File: config.mk
export PLATFORM = sky130hd
export DESIGN_NAME = adder_ins_packer
export DESIGN_NICKNAME = d
export VERILOG_FILES = /design/src/rtl/adder_ins_packer.sv
export SDC_FILE = /design/constraint.sdc
export NUM_CORES = 1
export LEC_CHECK = 0
export CORE_ASPECT_RATIO = 0.8
export CORE_MARGIN = 2
export CORE_UTILIZATION = 46
export CTS_BUF_LIST = sky130_fd_sc_hd__clkbuf_16
export DETAILED_ROUTE_END_ITERATION = 16
export PLACE_DENSITY_LB_ADDON = 0.3
export REMOVE_ABC_BUFFERS = 1
export SYNTH_ARGS = -nofsm -noshare
export SYNTH_HDL_FRONTEND = slang
export SYNTH_SLANG_ARGS = --single-unit
File: constraint.sdc
create_clock -name clk -period 2.1 [get_ports clk]
set_clock_uncertainty 0.2 [all_clocks]
set_input_delay 0.42 -clock clk [delete_from_list [all_inputs] [get_ports clk]]
set_output_delay 0.42 -clock clk [all_outputs]
set_load 0.02 [all_outputs]
File: src/rtl/adder_ins_packer.sv
// rtl/adder_ins_packer.sv - packs a byte stream into the {cin,w,z,y,x} adder operand word
// Optional ADDER_PACK_SUM_EN adds a registered reference sum of the completed word.
module adder_ins_packer #(
  parameter int BYTE_W = 8,
  parameter int LANES  = 4
) (
  input  logic                    clk,
  input  logic                    rst_n,
  input  logic [BYTE_W-1:0]       in_data,
  input  logic                    in_cin,
  input  logic                    in_valid,
  output logic                    in_ready,
  input  logic                    flush,
  output logic [LANES*BYTE_W:0]   ins,
  output logic                    ins_valid,
  input  logic                    ins_ready
`ifdef ADDER_PACK_SUM_EN
  ,
  output logic [BYTE_W+1:0]       sum_r,
  output logic                    sum_zero_r
`endif
);

  localparam int W     = LANES*BYTE_W + 1;
  localparam int CNT_W = (LANES > 1) ? $clog2(LANES) : 1;
  localparam logic [CNT_W-1:0] LAST_LANE = CNT_W'(LANES-1);

  typedef enum logic {COLLECT, HOLD} state_t;

  state_t           state_q, state_d;
  logic [CNT_W-1:0] lane_cnt_q, lane_cnt_d;
  logic [W-1:0]     ins_q, ins_d;
  logic             ins_valid_q, ins_valid_d;
  logic             complete;

  always_comb begin
    state_d     = state_q;
    lane_cnt_d  = lane_cnt_q;
    ins_d       = ins_q;
    ins_valid_d = ins_valid_q;
    in_ready    = 1'b1;
    complete    = 1'b0;
    case (state_q)
      COLLECT: begin
        if (flush) begin
          lane_cnt_d = '0;
        end else if (in_valid) begin
          ins_d[lane_cnt_q*BYTE_W +: BYTE_W] = in_data;
          if (lane_cnt_q == LAST_LANE) begin
            ins_d[W-1]  = in_cin;
            lane_cnt_d  = '0;
            ins_valid_d = 1'b1;
            state_d     = HOLD;
            complete    = 1'b1;
          end else begin
            lane_cnt_d = lane_cnt_q + 1'b1;
          end
        end
      end
      HOLD: begin
        // Ready follows the consumer so a byte can enter as the held word leaves.
        in_ready = ins_ready;
        if (ins_ready) begin
          ins_valid_d = 1'b0;
          state_d     = COLLECT;
          lane_cnt_d  = '0;
          if (!flush && in_valid) begin
            ins_d[BYTE_W-1:0] = in_data;
            if (LANES == 1) begin
              ins_d[W-1]  = in_cin;
              ins_valid_d = 1'b1;
              state_d     = HOLD;
              complete    = 1'b1;
            end else begin
              lane_cnt_d = CNT_W'(1);
            end
          end
        end
      end
      default: state_d = COLLECT;
    endcase
  end

  always_ff @(posedge clk or negedge rst_n) begin
    if (!rst_n) begin
      state_q     <= COLLECT;
      lane_cnt_q  <= '0;
      ins_q       <= '0;
      ins_valid_q <= 1'b0;
    end else begin
      state_q     <= state_d;
      lane_cnt_q  <= lane_cnt_d;
      ins_q       <= ins_d;
      ins_valid_q <= ins_valid_d;
    end
  end

  assign ins       = ins_q;
  assign ins_valid = ins_valid_q;

`ifdef ADDER_PACK_SUM_EN
  logic [BYTE_W+1:0] sum_q, sum_d, sum_acc;
  logic              sum_zero_q, sum_zero_d;

  // Sum is taken from the word as it will be after this edge, so it lines up with ins_valid.
  always_comb begin
    sum_acc = {{(BYTE_W+1){1'b0}}, ins_d[W-1]};
    for (int i = 0; i < LANES; i++) begin
      sum_acc = sum_acc + {2'b00, ins_d[i*BYTE_W +: BYTE_W]};
    end
    sum_d      = sum_q;
    sum_zero_d = sum_zero_q;
    if (complete) begin
      sum_d      = sum_acc;
      sum_zero_d = (sum_acc == '0);
    end
  end

  always_ff @(posedge clk or negedge rst_n) begin
    if (!rst_n) begin
      sum_q      <= '0;
      sum_zero_q <= 1'b0;
    end else begin
      sum_q      <= sum_d;
      sum_zero_q <= sum_zero_d;
    end
  end

  assign sum_r      = sum_q;
  assign sum_zero_r = sum_zero_q;
`endif

endmodule

==> out/results.ini <==
[sta]
max_slew_margin_pct = 70.0
fmax_ghz = 0.488
setup_ws_ns = 0.0487
period_needed_ns = 2.05
slew_viol_final = 0
tns_ns = 0
finalCritPeriodShare_pct = 97.7
setup_violations = 0
tightest_slew_ns = 0.450
hold_viol_final = 0
rsz0062_at_grt = no

[worst_setup_path]
crit_path_end_kind = output port
r2r_start = lane_cnt_q[1]$_DFFE_PN0P_
r2r_slack_ns = 0.18
crit_arrival_ns = 1.43
r2r.worst_path.cells = 5
crit_start = ins_ready
crit_fanout = 2
cp.required_ns = 1.48
cp-start-kind = input pin
critPathCapture = in_ready
reg2reg_to = ins[13]$_DFFE_PN0P_
crit_type = input pin to output port

[global_route]
grt_pass1_wl_um = 6830
antenna_found_initial = 0
grt-ovfl-total = 0
grt_max_degree = 38
grt_use_total_pct = 21.7
grt_pass1_vias = 1372

[place]
dp.cells = 235
pre_cts_slack_ns = -0.183
io_buffers = 48
gp_congestion = 0.779
dp_hpwl_um = 2980
place_area_mm2 = 0.00224

[yosys]
synthMostInstantiatedCell = dfrtp_1
netlist.area_leader.share_pct = 56.1
async_flop_share_pct = 100
synthDistinctLibCells = 31
synth_largest_area_cell = dfrtp_1
seq_area_frac_synth_pct = 56.1
synthCells = 138
syn_area_per_cell_um2 = 11.9
synth_area_mm2 = 0.00165
synth_seq_cells = 37
yosysWarnings = 0
synth_common_cells = 37 x dfrtp_1, 18 x nand2_1, 16 x a22o_1
synthTopCellsByArea = dfrtp_1 56%, a22o_1 8.5%, ha_1 5.3%, o2bb2ai_1 4.2%, nand2_1 4.1%
synth_edf_count = 0
synth_ff_type = dfrtp_1

[floorplan]
pin_count = 49
die_h_um = 57.6
core-area_mm2 = 0.00342
dieArea_mm2 = 0.00408
die_w_um = 70.9
fp-row-count = 19
floorplan.initialDensity_pct = 48.2

[power]
p_per_area_mw_per_mm2 = 799
p_leak_nw = 1.04
peakVddDrop_mv = 0.514
p_comb_share_pct = 16.5
clkPwrFrac_pct = 42.9
cell_internal_pwr_mw = 1.46
sw_frac_of_total_pct = 24.2
netSwitchingPower_mw = 0.466
seqPwrFrac_pct = 40.6

[route]
drc = 0
ant_nets = 0
firstDrtPassIters = 4
drt_iter0_drc = 82
wirelength_um = 4070
vias = 1337
vias_per_cell = 5.50
avgRoutedWirePerCell_um = 16.7

[cells_and_area]
area_growth_pct = 46.0
diodes = 0
drive_gt1_share_pct = 12.4
layout.cells.non_filler = 243
final_area_mm2 = 0.00241
fin_nets = 221

[cts]
post-cts-setup-buffer-count = 0
clkTransAtPathRegs_ns = 0.05
clkLatencyLatePin_ns = 0.27
postCtsHoldBufs = 0
cts_buffers = 5
cts_root_buf = clkbuf_16
clock-sinks = 37
htree_num_levels = 2
cts_tree = built
cts_buffer_depth = 2

[worst_hold_path]
hp-class = flip-flop to flip-flop

[status]
status = finished, final reports clean

[run]
max_cap_viol_count = 0

-- worst min path at each step --
stage | startpoint | end | slack, ns | cells after the start
6_report | ins[12]$_DFFE_PN0P_ | ins[12]$_DFFE_PN0P_ | 0.28 | 2
5_1_grt | ins[30]$_DFFE_PN0P_ | ins[30]$_DFFE_PN0P_ | 0.31 | 1
4_1_cts | ins[12]$_DFFE_PN0P_ | ins[12]$_DFFE_PN0P_ | 0.29 | 2
3_5_place_dp | ins[12]$_DFFE_PN0P_ | ins[12]$_DFFE_PN0P_ | 0.28 | 2
3_3_place_gp | ins[8]$_DFFE_PN0P_ | ins[8]$_DFFE_PN0P_ | 0.26 | 2
2_1_floorplan | rst_n | ins[0]$_DFFE_PN0P_ | -0.08 | 0
-- timing repair --
action	in CTS	in global routing
endpoints found under the hold margin	0	0
resized for setup	1	1
setup endpoints to repair	1	4
-- kinds of logic (layout without fill, tap and decap cells) --
| logic type | Yosys count | in the layout | synth area share (%) |
|---|---|---|---|
| AO/OA/AOI/OAI | 40 | 40 | 18.4 |
| AND/OR/NAND/NOR | 40 | 40 | 14.8 |
| flip-flops | 37 | 37 | 56.1 |
| buffers and inverters | 11 | 74 | 3.49 |
| adder cells (fa/ha/maj) | 7 | 7 | 5.31 |
| multiplexers | 2 | 2 | 1.29 |
| XOR/XNOR | 1 | 1 | 0.531 |
-- worst max-delay path: stages --
cell and delay, ns:
clkdlybuf4s50_1 0.43, nor2b_1 0.18, inv_1 0.08, dlygate4sd2_1 0.32
-- layout make-up --
class                      count  area [um^2]
fill                         257         1020
sequential                    37          926
multi-input combinational     90          667
timing repair buffer          61          577
clock buffer                   5          125
tap                           42         52.6
clock inverter                 3         41.3
inverter                       5         18.8
-- power by group through the flow --
stage | Clock, mW | Combinational, mW | Sequential (mW)
after CTS | 0.839 | 0.320 | 0.782
after global placement | 0 | 0.310 | 0.790
after global routing | 0.869 | 0.344 | 0.787
after detailed placement | 0 | 0.316 | 0.793
final | 0.826 | 0.317 | 0.781
after floorplan | 0 | 0.0962 | 0.841
-- metrics by stage --
stage	power (mW)	hold slack (ns)	utilization, %
5_1_grt	2.00	0.315	70.3
4_1_cts	1.94	0.292	70.3
3_3_place_gp	1.10	0.262	65.5
2_1_floorplan	0.937	-0.0756	-
3_5_place_dp	1.11	0.280	65.5
6_report	1.92	0.285	70.3
-- routing by layer --
| layer | track usage, % | up-vias | wire length (um) |
|---|---|---|---|
| met1 | 30.3 | 670 | 1870 |
| met2 | 35.0 | 33 | 2010 |
| met5 | 0 | - | 0 |
| li1 | - | 632 | - |
| met4 | 4.31 | 0 | 17 |
| met3 | 5.12 | 2 | 171 |
-- state kept, by name, summed over array words and instances (netlist names) --
register,flops
lane_cnt_q,2
ins_valid,1
state_q,1
ins,33
-- placed cells by master (no fill, tap or decap), types with 2 or more instances in the layout --
master and instances:
o21ai_1 3, nand4bb_1 3, ha_1 7, o21ai_0 5, o2bb2ai_1 8, a21oi_1 2
a22o_1 16, nor2b_1 2, inv_1 4, o22ai_1 2, nor4_4 2, clkbuf_16 5
nand2_1 18, buf_4 13, nand3_1 8, clkdlybuf4s50_1 47, dfrtp_1 37, nand2b_1 2
No activity file was read; power rests on OpenSTA's default activity.
